==> config.mk <==
export PLATFORM = sky130hd
export DESIGN_NAME = edge_detect_pipe
export DESIGN_NICKNAME = d
export VERILOG_FILES = /design/src/rtl/edge_detect_pipe.sv
export SDC_FILE = /design/constraint.sdc
export NUM_CORES = 1
export LEC_CHECK = 0
export BUFFER_PORTS_ARGS = -buffer_cell sky130_fd_sc_hd__clkbuf_2
export CAP_MARGIN = 10
export CORE_MARGIN = 5
export CORE_UTILIZATION = 64
export DETAILED_ROUTE_END_ITERATION = 16
export PLACE_DENSITY_LB_ADDON = 0.2
export RECOVER_POWER = 50
export SYNTH_ARGS = -nofsm -noshare
export SYNTH_HDL_FRONTEND = slang
export SYNTH_SLANG_ARGS = --single-unit
export TNS_END_PERCENT = 30
==> constraint.sdc <==
create_clock -name clk -period 7 [get_ports clk]
set_input_delay 0.7 -clock clk [delete_from_list [all_inputs] [get_ports clk]]
set_output_delay 0.7 -clock clk [all_outputs]
set_load 0.01 [all_outputs]
==> src/rtl/edge_detect_pipe.sv <==
// ============================================================================
// Module      : edge_detect_pipe
// Description : Two-stage 3x3 window edge classifier with valid/ready
//               handshaking and saturating per-frame edge statistics.
// Revision    : 1.0 - initial release
// ============================================================================
`default_nettype none

module edge_detect_pipe #(
   parameter int DATA_WIDTH        = 8,
   parameter int DEFAULT_THRESHOLD = 80,
   parameter int COUNT_WIDTH       = 20
) (
   input  logic                   clk,
   input  logic                   rst,

   input  logic                   input_valid,
   output logic                   input_ready,
   input  logic [DATA_WIDTH-1:0]  input_pixel_1,
   input  logic [DATA_WIDTH-1:0]  input_pixel_2,
   input  logic [DATA_WIDTH-1:0]  input_pixel_3,
   input  logic [DATA_WIDTH-1:0]  input_pixel_4,
   input  logic [DATA_WIDTH-1:0]  input_pixel_6,
   input  logic [DATA_WIDTH-1:0]  input_pixel_7,
   input  logic [DATA_WIDTH-1:0]  input_pixel_8,
   input  logic [DATA_WIDTH-1:0]  input_pixel_9,

   input  logic                   threshold_load,
   input  logic [DATA_WIDTH-1:0]  threshold_in,
   input  logic                   frame_end,

   output logic                   output_valid,
   input  logic                   output_ready,
   output logic [1:0]             ED_out,
   output logic [DATA_WIDTH-1:0]  edge_mag,

   output logic [COUNT_WIDTH-1:0] diag_count,
   output logic [COUNT_WIDTH-1:0] vh_count,
   output logic                   stats_valid
);

   localparam int                     c_num_diff    = 4;
   localparam logic [DATA_WIDTH-1:0]  c_default_thr = DATA_WIDTH'(DEFAULT_THRESHOLD);
   localparam logic [COUNT_WIDTH-1:0] c_cnt_max     = '1;
   localparam logic [1:0]             c_ed_none     = 2'b00;
   localparam logic [1:0]             c_ed_vh       = 2'b01;
   localparam logic [1:0]             c_ed_diag     = 2'b10;

   // Difference slots: 0 = main diagonal, 1 = anti-diagonal, 2 = horizontal, 3 = vertical
   logic [DATA_WIDTH-1:0] w_pix_a [c_num_diff];
   logic [DATA_WIDTH-1:0] w_pix_b [c_num_diff];
   logic [DATA_WIDTH-1:0] w_diff  [c_num_diff];

   logic                  w_en;
   logic                  w_xfer;

   logic [DATA_WIDTH-1:0] thr_q;
   logic [DATA_WIDTH-1:0] thr_d;

   logic                  s1_valid_q;
   logic [DATA_WIDTH-1:0] s1_diff_q [c_num_diff];
   logic [DATA_WIDTH-1:0] s1_thr_q;

   logic                  w_is_diag;
   logic                  w_is_vh;
   logic [1:0]            w_class;
   logic [DATA_WIDTH-1:0] w_max_d;
   logic [DATA_WIDTH-1:0] w_max_hv;
   logic [DATA_WIDTH-1:0] w_mag;

   logic                  out_valid_q;
   logic [1:0]            ed_q;
   logic [DATA_WIDTH-1:0] mag_q;

   logic [COUNT_WIDTH-1:0] run_diag_q, run_diag_d;
   logic [COUNT_WIDTH-1:0] run_vh_q,   run_vh_d;
   logic [COUNT_WIDTH-1:0] lat_diag_q, lat_diag_d;
   logic [COUNT_WIDTH-1:0] lat_vh_q,   lat_vh_d;
   logic [COUNT_WIDTH-1:0] w_diag_next;
   logic [COUNT_WIDTH-1:0] w_vh_next;
   logic                   stats_valid_q;

   function automatic logic [COUNT_WIDTH-1:0] sat_inc(
      input logic [COUNT_WIDTH-1:0] cnt,
      input logic                   inc
   );
      if (inc && (cnt != c_cnt_max)) begin
         return cnt + 1'b1;
      end
      return cnt;
   endfunction

   assign w_en        = ~out_valid_q | output_ready;
   assign w_xfer      = out_valid_q & output_ready;
   assign input_ready = w_en;

   assign w_pix_a[0] = input_pixel_1;
   assign w_pix_b[0] = input_pixel_9;
   assign w_pix_a[1] = input_pixel_3;
   assign w_pix_b[1] = input_pixel_7;
   assign w_pix_a[2] = input_pixel_4;
   assign w_pix_b[2] = input_pixel_6;
   assign w_pix_a[3] = input_pixel_2;
   assign w_pix_b[3] = input_pixel_8;

   generate
      for (genvar gi = 0; gi < c_num_diff; gi++) begin : g_absdiff
         assign w_diff[gi] = (w_pix_a[gi] >= w_pix_b[gi]) ? (w_pix_a[gi] - w_pix_b[gi])
                                                          : (w_pix_b[gi] - w_pix_a[gi]);
      end
   endgenerate

   // Threshold loads regardless of stall; stage 1 samples the pre-load value.
   always_comb begin
      thr_d = thr_q;
      if (threshold_load) begin
         thr_d = threshold_in;
      end
   end

   always_ff @(posedge clk or posedge rst) begin
      if (rst) begin
         thr_q <= c_default_thr;
      end else begin
         thr_q <= thr_d;
      end
   end

   always_ff @(posedge clk or posedge rst) begin
      if (rst) begin
         s1_valid_q <= 1'b0;
         s1_thr_q   <= c_default_thr;
         for (int i = 0; i < c_num_diff; i++) begin
            s1_diff_q[i] <= '0;
         end
      end else if (w_en) begin
         s1_valid_q <= input_valid;
         s1_thr_q   <= thr_q;
         for (int i = 0; i < c_num_diff; i++) begin
            s1_diff_q[i] <= w_diff[i];
         end
      end
   end

   always_comb begin
      w_is_diag = (s1_diff_q[0] >= s1_thr_q) | (s1_diff_q[1] >= s1_thr_q);
      w_is_vh   = (s1_diff_q[2] >= s1_thr_q) | (s1_diff_q[3] >= s1_thr_q);
      w_class   = c_ed_none;
      if (w_is_diag) begin
         w_class = c_ed_diag;
      end else if (w_is_vh) begin
         w_class = c_ed_vh;
      end
      w_max_d  = (s1_diff_q[0] >= s1_diff_q[1]) ? s1_diff_q[0] : s1_diff_q[1];
      w_max_hv = (s1_diff_q[2] >= s1_diff_q[3]) ? s1_diff_q[2] : s1_diff_q[3];
      w_mag    = (w_max_d >= w_max_hv) ? w_max_d : w_max_hv;
   end

   always_ff @(posedge clk or posedge rst) begin
      if (rst) begin
         out_valid_q <= 1'b0;
         ed_q        <= c_ed_none;
         mag_q       <= '0;
      end else if (w_en) begin
         out_valid_q <= s1_valid_q;
         ed_q        <= w_class;
         mag_q       <= w_mag;
      end
   end

   // A transfer coinciding with frame_end is folded into the latched count.
   always_comb begin
      w_diag_next = sat_inc(run_diag_q, w_xfer && (ed_q == c_ed_diag));
      w_vh_next   = sat_inc(run_vh_q,   w_xfer && (ed_q == c_ed_vh));
      run_diag_d  = w_diag_next;
      run_vh_d    = w_vh_next;
      lat_diag_d  = lat_diag_q;
      lat_vh_d    = lat_vh_q;
      if (frame_end) begin
         lat_diag_d = w_diag_next;
         lat_vh_d   = w_vh_next;
         run_diag_d = '0;
         run_vh_d   = '0;
      end
   end

   always_ff @(posedge clk or posedge rst) begin
      if (rst) begin
         run_diag_q    <= '0;
         run_vh_q      <= '0;
         lat_diag_q    <= '0;
         lat_vh_q      <= '0;
         stats_valid_q <= 1'b0;
      end else begin
         run_diag_q    <= run_diag_d;
         run_vh_q      <= run_vh_d;
         lat_diag_q    <= lat_diag_d;
         lat_vh_q      <= lat_vh_d;
         stats_valid_q <= frame_end;
      end
   end

   assign output_valid = out_valid_q;
   assign ED_out       = ed_q;
   assign edge_mag     = mag_q;
   assign diag_count   = lat_diag_q;
   assign vh_count     = lat_vh_q;
   assign stats_valid  = stats_valid_q;

endmodule

`default_nettype wire

==> results of run 1 <==
## through the flow
| stage | util | power [W] | hold WS, ns | instance area, um2 | std cells |
|---|---|---|---|---|---|
| 2_1_floorplan | - | 0.001820 | 0.4300 | 9758 | 1062 |
| 3_3_place_gp | 0.6955 | 0.002072 | 0.4457 | 10500 | 1349 |
| 3_5_place_dp | 0.6955 | 0.002112 | 0.4751 | 10500 | 1349 |
| 4_1_cts | 0.7381 | 0.003099 | 0.4129 | 11140 | 1381 |
| 5_1_grt | 0.7329 | 0.003280 | 0.4861 | 11060 | 1381 |
| 6_report | 0.7329 | 0.003076 | 0.4681 | 11060 | 1381 |
## cell type report
| type | instances | area, um2 | share of cell area |
|---|---|---|---|
| sequential | 141 | 3533 | 0.3195 |
| clock buffer | 20 | 456.7 | 0.04129 |
| inverter | 104 | 391.6 | 0.03541 |
| clock inverter | 12 | 185.2 | 0.01674 |
| multi-input combinational | 783 | 5655 | 0.5114 |
| timing repair buffer | 133 | 601.8 | 0.05442 |
| tap | 188 | 235.2 | 0.02127 |
## state kept, by name (all words and copies together), names as in the netlist, 2 cells and up
signal and count:
edge_mag 8, diag_count 20, thr_q 8, vh_count 20, run_diag_q 20, ED_out 2, s1_thr_q 8, s1_diff_q 32
run_vh_q 20
## routing by layer
layer / global-route usage / up-vias / part of all wire
met1: 0.3263 / 3741 / 0.45
met3: 0.05514 / 23 / 0.049
met5: 0 / - / 0.00033
met2: 0.4066 / 183 / 0.49
met4: 0.07314 / 2 / 0.015
li1: - / 3925 / -
## where the power goes
part           internal, W  leakage [nW]  total [W]  switching [W]
Clock             0.000617         0.299   0.000975       0.000358
Combinational     0.000459          3.50    0.00106       0.000597
Sequential        0.000934          1.75    0.00105       0.000111
Total              0.00201          5.55    0.00308        0.00107
## layout by cell type (no fill, tap or decap), drive strengths merged, types with 5 or more instances in the layout
cell type / netlist / final
nand2b: 12 / 12
and3: 23 / 23
o2111ai: 7 / 7
o21ai: 34 / 34
a21o: 26 / 26
dfrtp: 137 / 137
nor2b: 7 / 7
or2: 5 / 5
xor2: 36 / 36
and2: 9 / 9
nand2: 54 / 54
a221oi: 12 / 12
nand3: 19 / 19
mux2i: 31 / 31
nor2: 146 / 146
fa: 8 / 8
or3: 5 / 5
clkinvlp: 0 / 5
mux2: 19 / 19
a31oi: 13 / 13
o211ai: 5 / 5
nand4: 20 / 20
a21oi: 105 / 105
xnor2: 18 / 18
clkbuf: 27 / 151
ha: 118 / 118
inv: 104 / 105
a211oi: 8 / 8
and4: 5 / 5
## cells by family after synthesis
| logic type | Yosys count | synth area share |
|---|---|---|
| flip-flops | 141 | 0.3621 |
| AND/OR/NAND/NOR | 321 | 0.1549 |
| buffers and inverters | 138 | 0.05860 |
| multiplexers | 50 | 0.05526 |
| AO/OA/AOI/OAI | 232 | 0.1530 |
| adder cells (fa/ha/maj) | 126 | 0.1677 |
| XOR/XNOR | 54 | 0.04847 |
## worst max path at each step
stage	startpoint	end	slack, ns	cells after the start
6_report	frame_end	vh_count[5]$_DFFE_PP0P_	2.84	3
5_1_grt	frame_end	diag_count[2]$_DFFE_PP0P_	2.23	3
4_1_cts	s1_diff_q[0]$_DFFE_PP0P_	edge_mag[2]$_DFFE_PP0P_	3.43	14
3_5_place_dp	s1_diff_q[16]$_DFFE_PP0P_	edge_mag[1]$_DFFE_PP0P_	3.48	14
3_3_place_gp	s1_diff_q[0]$_DFFE_PP0P_	edge_mag[5]$_DFFE_PP0P_	3.52	14
2_1_floorplan	rst	ED_out[0]$_DFFE_PP0P_	2.53	1
## worst max-delay path: cells and delay by family
| family | cells | cell delay, ns |
|---|---|---|
| buf+inv | 1 | 3.19 |
| compound gates | 1 | 0.31 |
| simple gates | 1 | 0.25 |
==> metrics.md, run 1 <==
| Metric | Value |
|---|---|
| Status | finished with violations |
| Failing checks | capacitance limit, slew limit |
| CTS Buf Count | 17 |
| Core area | 0.01509 mm2 |
| Layout cells sized above 1 | 0.1308 |
| Min-delay src | input_valid |
| Layout Nets | 1384 |
| Reg-to-Reg End | edge_mag[2]$_DFFE_PP0P_ |
| Post-CTS Setup Bufs | 0 |
| Remaining global-route overflow | 0 |
| Synth area leaders | dfrtp_1 (35%), ha_1 (15%), nor2_1 (5.6%) |
| Tightest Pin Transition | roughly 4.6 ns |
| Die Wd | around 130 um |
| Yosys top cell by area | dfrtp_1 |
| Min setup slack post-route | between 2 and 3 ns |
| CTS tree | done |
| Final Max Tran Viols | 202 |
| Iteration count of the initial detailed-routing pass | 7 |
| WP data required | 7.31 ns |
| Antenna violations before repair | 1 |
| LEAKAGE | 5.549 nW |
| Io pins | 131 |
| Period utilisation layout | 0.5939 |
| PortBufs | 130 |
| Number of fill cells | 1201 |
| Largest net degree at the start of global routing | 122 |
| Post-synth top cells | nor2_1 (146), dfrtp_1 (137), ha_1 (118), inv_1 (104), a21oi_1 (95) |
| Slowest CP cell | clkbuf_1 |
| Final antenna-violating net count | 0 |
| Die H | 133.5 um |
| Post-synth EDFFs | 0 |
| DP HPWL | 15.60 mm |
| Clock Path Buffers | 2 |
| Initial Util | 0.6467 |
| Synth-to-Final Area Change | 13.34% |
| Largest stage delay, worst path | around 3.2 ns |
| Yosys warns | 0 |
| Min Tclk post-route | 4.157 ns |
| MaxCap Viol Count | 2 |
| Post-CTS Hold Buffers | 0 |
| DRC Markers | 0 |
| Worst vdd ir | 0.1887 mV |
| Slew margin rel. | -2.085 |
| Total number of vias | between 7000 and 8000 |
| DR vias/cell | 5.702 |
| CP Max Fanout | between 100 and 150 |
| Worst hold path class | primary input to register |
| Drt total wl | 21.22 mm |
| Die area | 0.01782 mm2 |
| Min-Delay Path Depth | 3 |
| Vias in the first global route | 7696 |
| Yosys cell types | 53 |
| Highest Clock Rate | 240.5 MHz |
| Worst Reg2Reg Path Length in Cells | 14 |
| Clock Tree Root | clkbuf_16 |
| CP endpoint kind | register |
| Crit path launch type | primary input |
| RSZ-0062 raised after global routing | false |
| Clock sinks | 141 |
| Gr usage total | 0.2459 |
| Clk slew on worst S/H paths | about 0.060 ns |
| Main synth FF type | dfrtp_1 |
| Most common cell in the netlist | nor2_1 |
| Resized cells post-CTS | 0 |
| Worst skew pair latency | 0.44 ns |
| Drt initial violations | ~600 |
| Hold Path Sink | s1_valid_q$_DFFE_PP0P_ |
| Setup TNS Final | 0 ns |
| FF-to-FF Start | s1_diff_q[0]$_DFFE_PP0P_ |
| Fraction of registers with async set/reset | 1.000 |
| Crit path DAT | 4.46 ns |
| Power per cell area | around 280 mW/mm2 |
| Max Clock Skew | 0.01142 ns |
| Rows | 45 |
| Ant. Diodes | 0 |
| Hold Violations, Final | 0 |
| Number of synthesized register bits | between 100 and 150 |
| Crit Path Category | primary input to register |
| Post-Syn Area | 0.009758 mm2 |
| RePlAce Congestion | 0.8782 |
| Sequential area share after synthesis | 0.3621 |
| R2R setup slack | 3.39 ns |
| Routed wire length per instance | between 15 and 20 um |
| Synthesized Nets | 1266 |
| H-tree levels | 4 |
| Crit-path cells | clkbuf_1 > nor2_1 > a21oi_1 |
| Syn Inst Count | 1062 |
| Dpl ws | approximately 3.5 ns |
| Synth top area share | 0.3513 |
| First-pass GRT wire length | around 36 mm |
| Final setup viols | 0 |
| Mean Syn Cell Area | 9.188 um2 |
Note: power is estimated with default switching activity, not from simulation.
==> run 2, diff against run 1 <==
--- a/config.mk
+++ b/config.mk
@@ -8,7 +8,7 @@
 export BUFFER_PORTS_ARGS = -buffer_cell sky130_fd_sc_hd__clkbuf_2
 export CAP_MARGIN = 10
 export CORE_MARGIN = 5
-export CORE_UTILIZATION = 64
+export CORE_UTILIZATION = 59
 export DETAILED_ROUTE_END_ITERATION = 16
 export PLACE_DENSITY_LB_ADDON = 0.2
 export RECOVER_POWER = 50
==> constraint.sdc (replaced) <==
create_clock -name clk -period 4.2 [get_ports clk]
set_input_delay 0.42 -clock clk [delete_from_list [all_inputs] [get_ports clk]]
set_output_delay 0.42 -clock clk [all_outputs]
set_load 0.01 [all_outputs]
==> run 2 against run 1 <==
Against the previous run: the run still ends with capacitance limit, slew limit left; worst setup slack got worse by 2.2 ns; die area rose by 7.8%; power grew 60%; combinational power is 66% higher; via count down 0.53%; design area shrank 0.20%; critical path type is now register to register.
==> metrics.md, run 2 (same netlist as run 1, synthesis figures left out) <==
| Metric | Value |
|---|---|
| Status | finished with violations |
| Failing checks | capacitance limit, slew limit |
| Largest net degree at the start of global routing | between 100 and 150 |
| Iteration count of the initial detailed-routing pass | 5 |
| Drt total wl | 20.46 mm |
| Sw Ratio | 0.3536 |
| RSZ-0062 raised after global routing | false |
| Resized cells post-CTS | 0 |
| Clk slew on worst S/H paths | 0.06 ns |
| Die area | 0.01921 mm2 |
| Worst vdd ir | 0.2473 mV |
| Min-Delay Path Depth | 3 |
| Die H | 138.6 um |
| Commonest non-fill, non-tap cell in the layout | nor2_1 |
| Comb pwr share | 0.358 |
| Crit path DAT | approximately 3.9 ns |
| Layout cells sized above 1 | 0.1384 |
| LEAKAGE | 5.553 nW |
| Post-route cell area | ~0.011 mm2 |
| Core area | 0.01641 mm2 |
| Initial Util | 0.5948 |
| DR vias/cell | 5.547 |
| Final setup viols | 0 |
| Largest stage delay, worst path | 0.50 ns |
| Crit Path Category | register to register |
| PortBufs | 130 |
| Worst skew pair latency | 0.42 ns |
| Slew margin rel. | -0.5975 |
| Clock Tree Root | clkbuf_16 |
| Final Max Tran Viols | 239 |
| Period utilisation layout | 0.8529 |
| MaxCap Viol Count | 2 |
| Hold Violations, Final | 0 |
| Ant. Diodes | 0 |
| WP data required | 4.48 ns |
| Vias in the first global route | approximately 7600 |
| Setup TNS Final | 0 ns |
| CP Max Fanout | 8 |
| Hold Path Sink | s1_valid_q$_DFFE_PP0P_ |
| Min-delay src | input_valid |
| Net switching power | 0.001740 W |
| Most frequent cells in the layout | nor2_1 (146), dfrtp_1 (137), ha_1 (118) |
| Reg-to-Reg End | edge_mag[0]$_DFFE_PP0P_ |
| Clock network power share | 0.288 |
| DRC Markers | 0 |
| Worst hold path class | primary input to register |
| Crit path launch type | register |
| Min Tclk post-route | 3.582 ns |
| Clock sinks | 141 |
| Highest Clock Rate | 279.2 MHz |
| Post-CTS Hold Buffers | 0 |
| Tightest Pin Transition | 2.391 ns |
| Internal power | 0.003182 W |
| Io pins | roughly 130 |
| Post-CTS Setup Bufs | 0 |
| CTS tree | done |
| Total number of vias | 7832 |
| Reg with most FFs | s1_diff_q |
| Max Clock Skew | 0.01267 ns |
| Final antenna-violating net count | 0 |
| Gr usage total | 0.2166 |
| Clock Path Buffers | 2 |
| Max FFs per register | 32 |
| RePlAce Congestion | roughly 0.84 |
| Die Wd | 138.6 um |
| Layout Nets | 1384 |
| CP endpoint kind | register |
| Slowest CP cell | a21oi_2 |
| R2R setup slack | 0.62 ns |
| Drt initial violations | 397 |
| Crit-path cells | ha_1 > nand2b_1 > a21oi_1 > o21ai_0 > a21oi_2 > mux2i_1 > inv_1 > ha_1 > nand2b_1 > a21o_1 > a211oi_1 > o31a_1 > nor2_1 > a221oi_1 |
| First-pass GRT wire length | roughly 35 mm |
| Synth-to-Final Area Change | 13.10% |
| Antenna violations before repair | 0 |
| FF-to-FF Start | s1_diff_q[0]$_DFFE_PP0P_ |
| Power per cell area | 446.0 mW/mm2 |
| CTS Buf Count | 17 |
| Routed wire length per instance | about 14 um |
| Remaining global-route overflow | 0 |
| H-tree levels | 4 |
| Area after DPL | around 0.011 mm2 |
| DP HPWL | between 15 and 20 mm |
| Register share of total power | 0.353 |
| Rows | 47 |
| Worst Reg2Reg Path Length in Cells | 14 |
-- run 2: power groups by stage --
stage	Clock (W)	Combinational, W	Sequential, W
floorplan	0	0.00130	0.00174
global placement	0	0.00171	0.00175
detailed placement	0	0.00177	0.00176
CTS	0.00145	0.00178	0.00174
global route	0.00151	0.00203	0.00176
finish	0.00142	0.00176	0.00174
-- run 2: cell type report --
| type | instances | area (um2) |
|---|---|---|
| inverters | 104 | 394.1 |
| fillers | 1403 | 5370 |
| multi-input cells | 783 | 5655 |
| clock buffers | 21 | 470.5 |
| clock inverters | 10 | 90.09 |
| repair buffers | 133 | 618.1 |
| flip-flops and latches | 141 | 3533 |
| well taps | 220 | 275.3 |
-- run 2: layer usage --
layer / wire (um) / GRT usage
met5: 0 / 0
met4: 308 / 0.05668
met3: 930 / 0.04414
met2: 9677 / 0.3543
met1: 9544 / 0.2965
-- run 2: worst max-delay path by stage --
| stage | from | end | cells past startpoint |
|---|---|---|---|
| 4_1_cts | s1_diff_q[0]$_DFFE_PP0P_ | edge_mag[4]$_DFFE_PP0P_ | 14 |
| 3_3_place_gp | s1_diff_q[0]$_DFFE_PP0P_ | edge_mag[5]$_DFFE_PP0P_ | 14 |
| 3_5_place_dp | s1_diff_q[0]$_DFFE_PP0P_ | edge_mag[0]$_DFFE_PP0P_ | 14 |
| 5_1_grt | s1_diff_q[8]$_DFFE_PP0P_ | edge_mag[2]$_DFFE_PP0P_ | 15 |
| 2_1_floorplan | rst | ED_out[0]$_DFFE_PP0P_ | 1 |
| 6_report | s1_diff_q[0]$_DFFE_PP0P_ | edge_mag[0]$_DFFE_PP0P_ | 14 |
-- run 2: critical path: cells and delay by family (launching register included) --
kind / cells / cell delay (ns)
AO/OA/AOI/OAI: 7 / 1.40
AND/OR/NAND/NOR: 3 / 0.68
adder cells (fa/ha/maj): 2 / 0.56
flip-flops: 1 / 0.41
multiplexers: 1 / 0.31
buffers and inverters: 1 / 0.07
-- run 2: through the flow --
step                setup WS [ns]  utilization  power, W  hold WS [ns]  instances
CTS                        0.6314       0.6763  0.004974        0.1968       1412
finish                     0.6179       0.6727  0.004922        0.2164       1412
floorplan                0.005399            -  0.003034        0.4300       1062
global placement           0.7482       0.6421  0.003461        0.4647       1381
global route               0.2781       0.6727  0.005303        0.2168       1412
detailed placement         0.6358       0.6421  0.003524        0.4765       1381
==> run 3, diff against run 2 <==
--- a/config.mk
+++ b/config.mk
@@ -6,9 +6,11 @@
 export NUM_CORES = 1
 export LEC_CHECK = 0
 export BUFFER_PORTS_ARGS = -buffer_cell sky130_fd_sc_hd__clkbuf_2
-export CAP_MARGIN = 10
+export CAP_MARGIN = 5
+export CELL_PAD_IN_SITES_DETAIL_PLACEMENT = 1
+export CELL_PAD_IN_SITES_GLOBAL_PLACEMENT = 1
 export CORE_MARGIN = 5
-export CORE_UTILIZATION = 59
+export CORE_UTILIZATION = 45
 export DETAILED_ROUTE_END_ITERATION = 16
 export PLACE_DENSITY_LB_ADDON = 0.2
 export RECOVER_POWER = 50
==> run 3 against run 2 <==
Against the previous run: the flow still finishes with violations (capacitance limit, slew limit); die area is 29% higher; combinational power is 7% higher; clock-buffer cell count is 3 lower; sequential share of layout area is 0.29 points lower; critical path type unchanged; critical endpoint is now edge_mag[1]$_DFFE_PP0P_.
==> metrics.md, run 3 (same netlist as run 1, synthesis figures left out) <==
| Metric | Value |
|---|---|
| Status | finished with violations |
| Failing checks | capacitance limit, slew limit |
| Period utilisation layout | 0.9499 |
| CP endpoint kind | register |
| Clock network power share | 0.281 |
| First-pass GRT wire length | 40.59 mm |
| Ant. Diodes | 0 |
| Min Tclk post-route | between 3 and 4 ns |
| DR vias/cell | 5.441 |
| Min setup slack post-route | approximately 0.21 ns |
| Total number of vias | around 8000 |
| Io pins | approximately 130 |
| Reg with most FFs | s1_diff_q |
| Initial Util | 0.4613 |
| RePlAce Congestion | about 0.83 |
| DP HPWL | 18.36 mm |
| Worst skew pair latency | 0.42 ns |
| Power per cell area | ~450 mW/mm2 |
| Post-CTS Hold Buffers | 0 |
| WP data required | 4.45 ns |
| Clock sinks | between 100 and 150 |
| Dpl ws | 0.4699 ns |
| Tot Pwr | between 0.005 and 0.006 W |
| Internal power | 0.003167 W |
| Most frequent cells in the layout | nor2_1 (146), dfrtp_1 (137), ha_1 (118) |
| Rows | 53 |
| PortBufs | 130 |
| Non-filler instance count after layout | 1470 |
| Setup TNS Final | 0 ns |
| Final Max Tran Viols | 204 |
| Synth-to-Final Area Change | 14.13% |
| Net switching power | roughly 0.0019 W |
| Vias in the first global route | 8472 |
| Worst vdd ir | 0.3066 mV |
| Tightest Pin Transition | 3.072 ns |
| Max Clock Skew | 0.006797 ns |
| LEAKAGE | 5.648 nW |
| CP Max Fanout | 8 |
| Clk slew on worst S/H paths | 0.06 ns |
| CTS Buf Count | 17 |
| Layout Nets | between 1000 and 1500 |
| Resized cells post-CTS | 0 |
| Clock Tree Root | clkbuf_16 |
| Min-Delay Path Depth | 3 |
| Drt total wl | between 20 and 25 mm |
| Crit-path cells | inv_1 > ha_1 > nand2b_1 > a21oi_1 > o21ai_0 > a21oi_2 > mux2i_1 > ha_1 > nand2b_1 > a21o_1 > a211oi_1 > o31a_1 > and2_1 > a221oi_1 |
| Antenna violations before repair | 0 |
| Hold Violations, Final | 0 |
| Die H | 157.3 um |
| Cell count after placement | 1438 |
| Post-route cell area | roughly 0.011 mm2 |
| Iteration count of the initial detailed-routing pass | 4 |
| Layout cells sized above 1 | 0.1623 |
| Commonest non-fill, non-tap cell in the layout | nor2_1 |
| Remaining global-route overflow | 0 |
| Register share of total power | 0.346 |
| Slew margin rel. | -1.048 |
| Largest net degree at the start of global routing | ~120 |
| Routed wire length per instance | between 15 and 20 um |
| CTS tree | done |
| Number of fill cells | 2569 |
| Crit path DAT | roughly 4.2 ns |
| Slowest CP cell | a21oi_2 |
| Largest stage delay, worst path | 0.53 ns |
| Area after DPL | 0.01062 mm2 |
| Sw Ratio | 0.3693 |
| RSZ-0062 raised after global routing | false |
| Clock Path Buffers | 2 |
| Highest Clock Rate | 250.6 MHz |
| Die area | 0.02473 mm2 |
| MaxCap Viol Count | 2 |
| Post-CTS Setup Bufs | 0 |
| Core area | approximately 0.021 mm2 |
| Max FFs per register | 32 |
| DRC Markers | 0 |
| Worst Reg2Reg Path Length in Cells | 14 |
| H-tree levels | 4 |
| Final antenna-violating net count | 0 |
| Drt initial violations | 266 |
| Worst hold path class | primary input to register |
| Final setup viols | 0 |
| Gr usage total | 0.2008 |
| Die Wd | 157.3 um |
| Crit Path Category | register to register |
| Comb pwr share | 0.374 |
| Crit path launch type | register |
## run 3: cell types whose count changed in the layout (fill, tap and decap cells not counted), sizes merged
cell      change
clkinvlp      -2
inv           +1
clkbuf        -1
clkinv        +5
## run 3: area by class of cell
| cell class | count | area [um2] | area share |
|---|---|---|---|
| multi-input combinational | 783 | 5655 | 0.5078 |
| tap | 275 | 344.1 | 0.03090 |
| clock buffer | 18 | 429.2 | 0.03854 |
| clock inverter | 14 | 122.6 | 0.01101 |
| inverter | 104 | 390.4 | 0.03505 |
| sequential | 141 | 3533 | 0.3173 |
| timing repair buffer | 135 | 661.9 | 0.05943 |
## run 3: routing by layer
layer	global-route usage	wire (um)	vias to the layer above	share of wire
met5	0	0	-	0
met4	0.06350	532	0	0.022
met3	0.03299	777	34	0.032
met2	0.3531	12110	128	0.50
met1	0.2527	10930	3920	0.45
li1	-	-	3916	-
## run 3: path summary, 6_finish.rpt
kind,endpoint,startpoint,slack [ns]
min in group asynchronous,vh_count[13]$_DFFE_PP0P_,rst,1.08
min,s1_valid_q$_DFFE_PP0P_,input_valid,0.21
min reg2reg,output_valid$_DFFE_PP0P_,s1_valid_q$_DFFE_PP0P_,0.47
max reg2reg,edge_mag[1]$_DFFE_PP0P_,s1_diff_q[24]$_DFFE_PP0P_,0.21
max,edge_mag[1]$_DFFE_PP0P_,s1_diff_q[24]$_DFFE_PP0P_,0.21
max in group asynchronous,run_diag_q[16]$_DFF_PP0_,rst,1.04
## run 3: power by group through the flow
stage          Combinational, W  Clock [W]  Sequential (W)
5_1_grt                 0.00210    0.00150         0.00176
2_1_floorplan           0.00130          0         0.00174
4_1_cts                 0.00190    0.00144         0.00174
3_3_place_gp            0.00176          0         0.00175
3_5_place_dp            0.00185          0         0.00176
6_report                0.00188    0.00141         0.00174
## run 3: stage by stage
stage,hold WS [ns],util
finish,0.2090,0.5265
global route,0.1984,0.5265
CTS,0.1477,0.5281
detailed placement,0.4630,0.5020
global placement,0.4393,0.5020
floorplan,0.4300,-
## run 3: worst max-delay path: cells and delay by family (launching register included)
| family | cells | cell delay (ns) |
|---|---|---|
| buffers and inverters | 1 | 0.10 |
| adder cells (fa/ha/maj) | 2 | 0.57 |
| flip-flops | 1 | 0.40 |
| multiplexers | 1 | 0.47 |
| AND/OR/NAND/NOR | 3 | 0.66 |
| AO/OA/AOI/OAI | 7 | 1.63 |
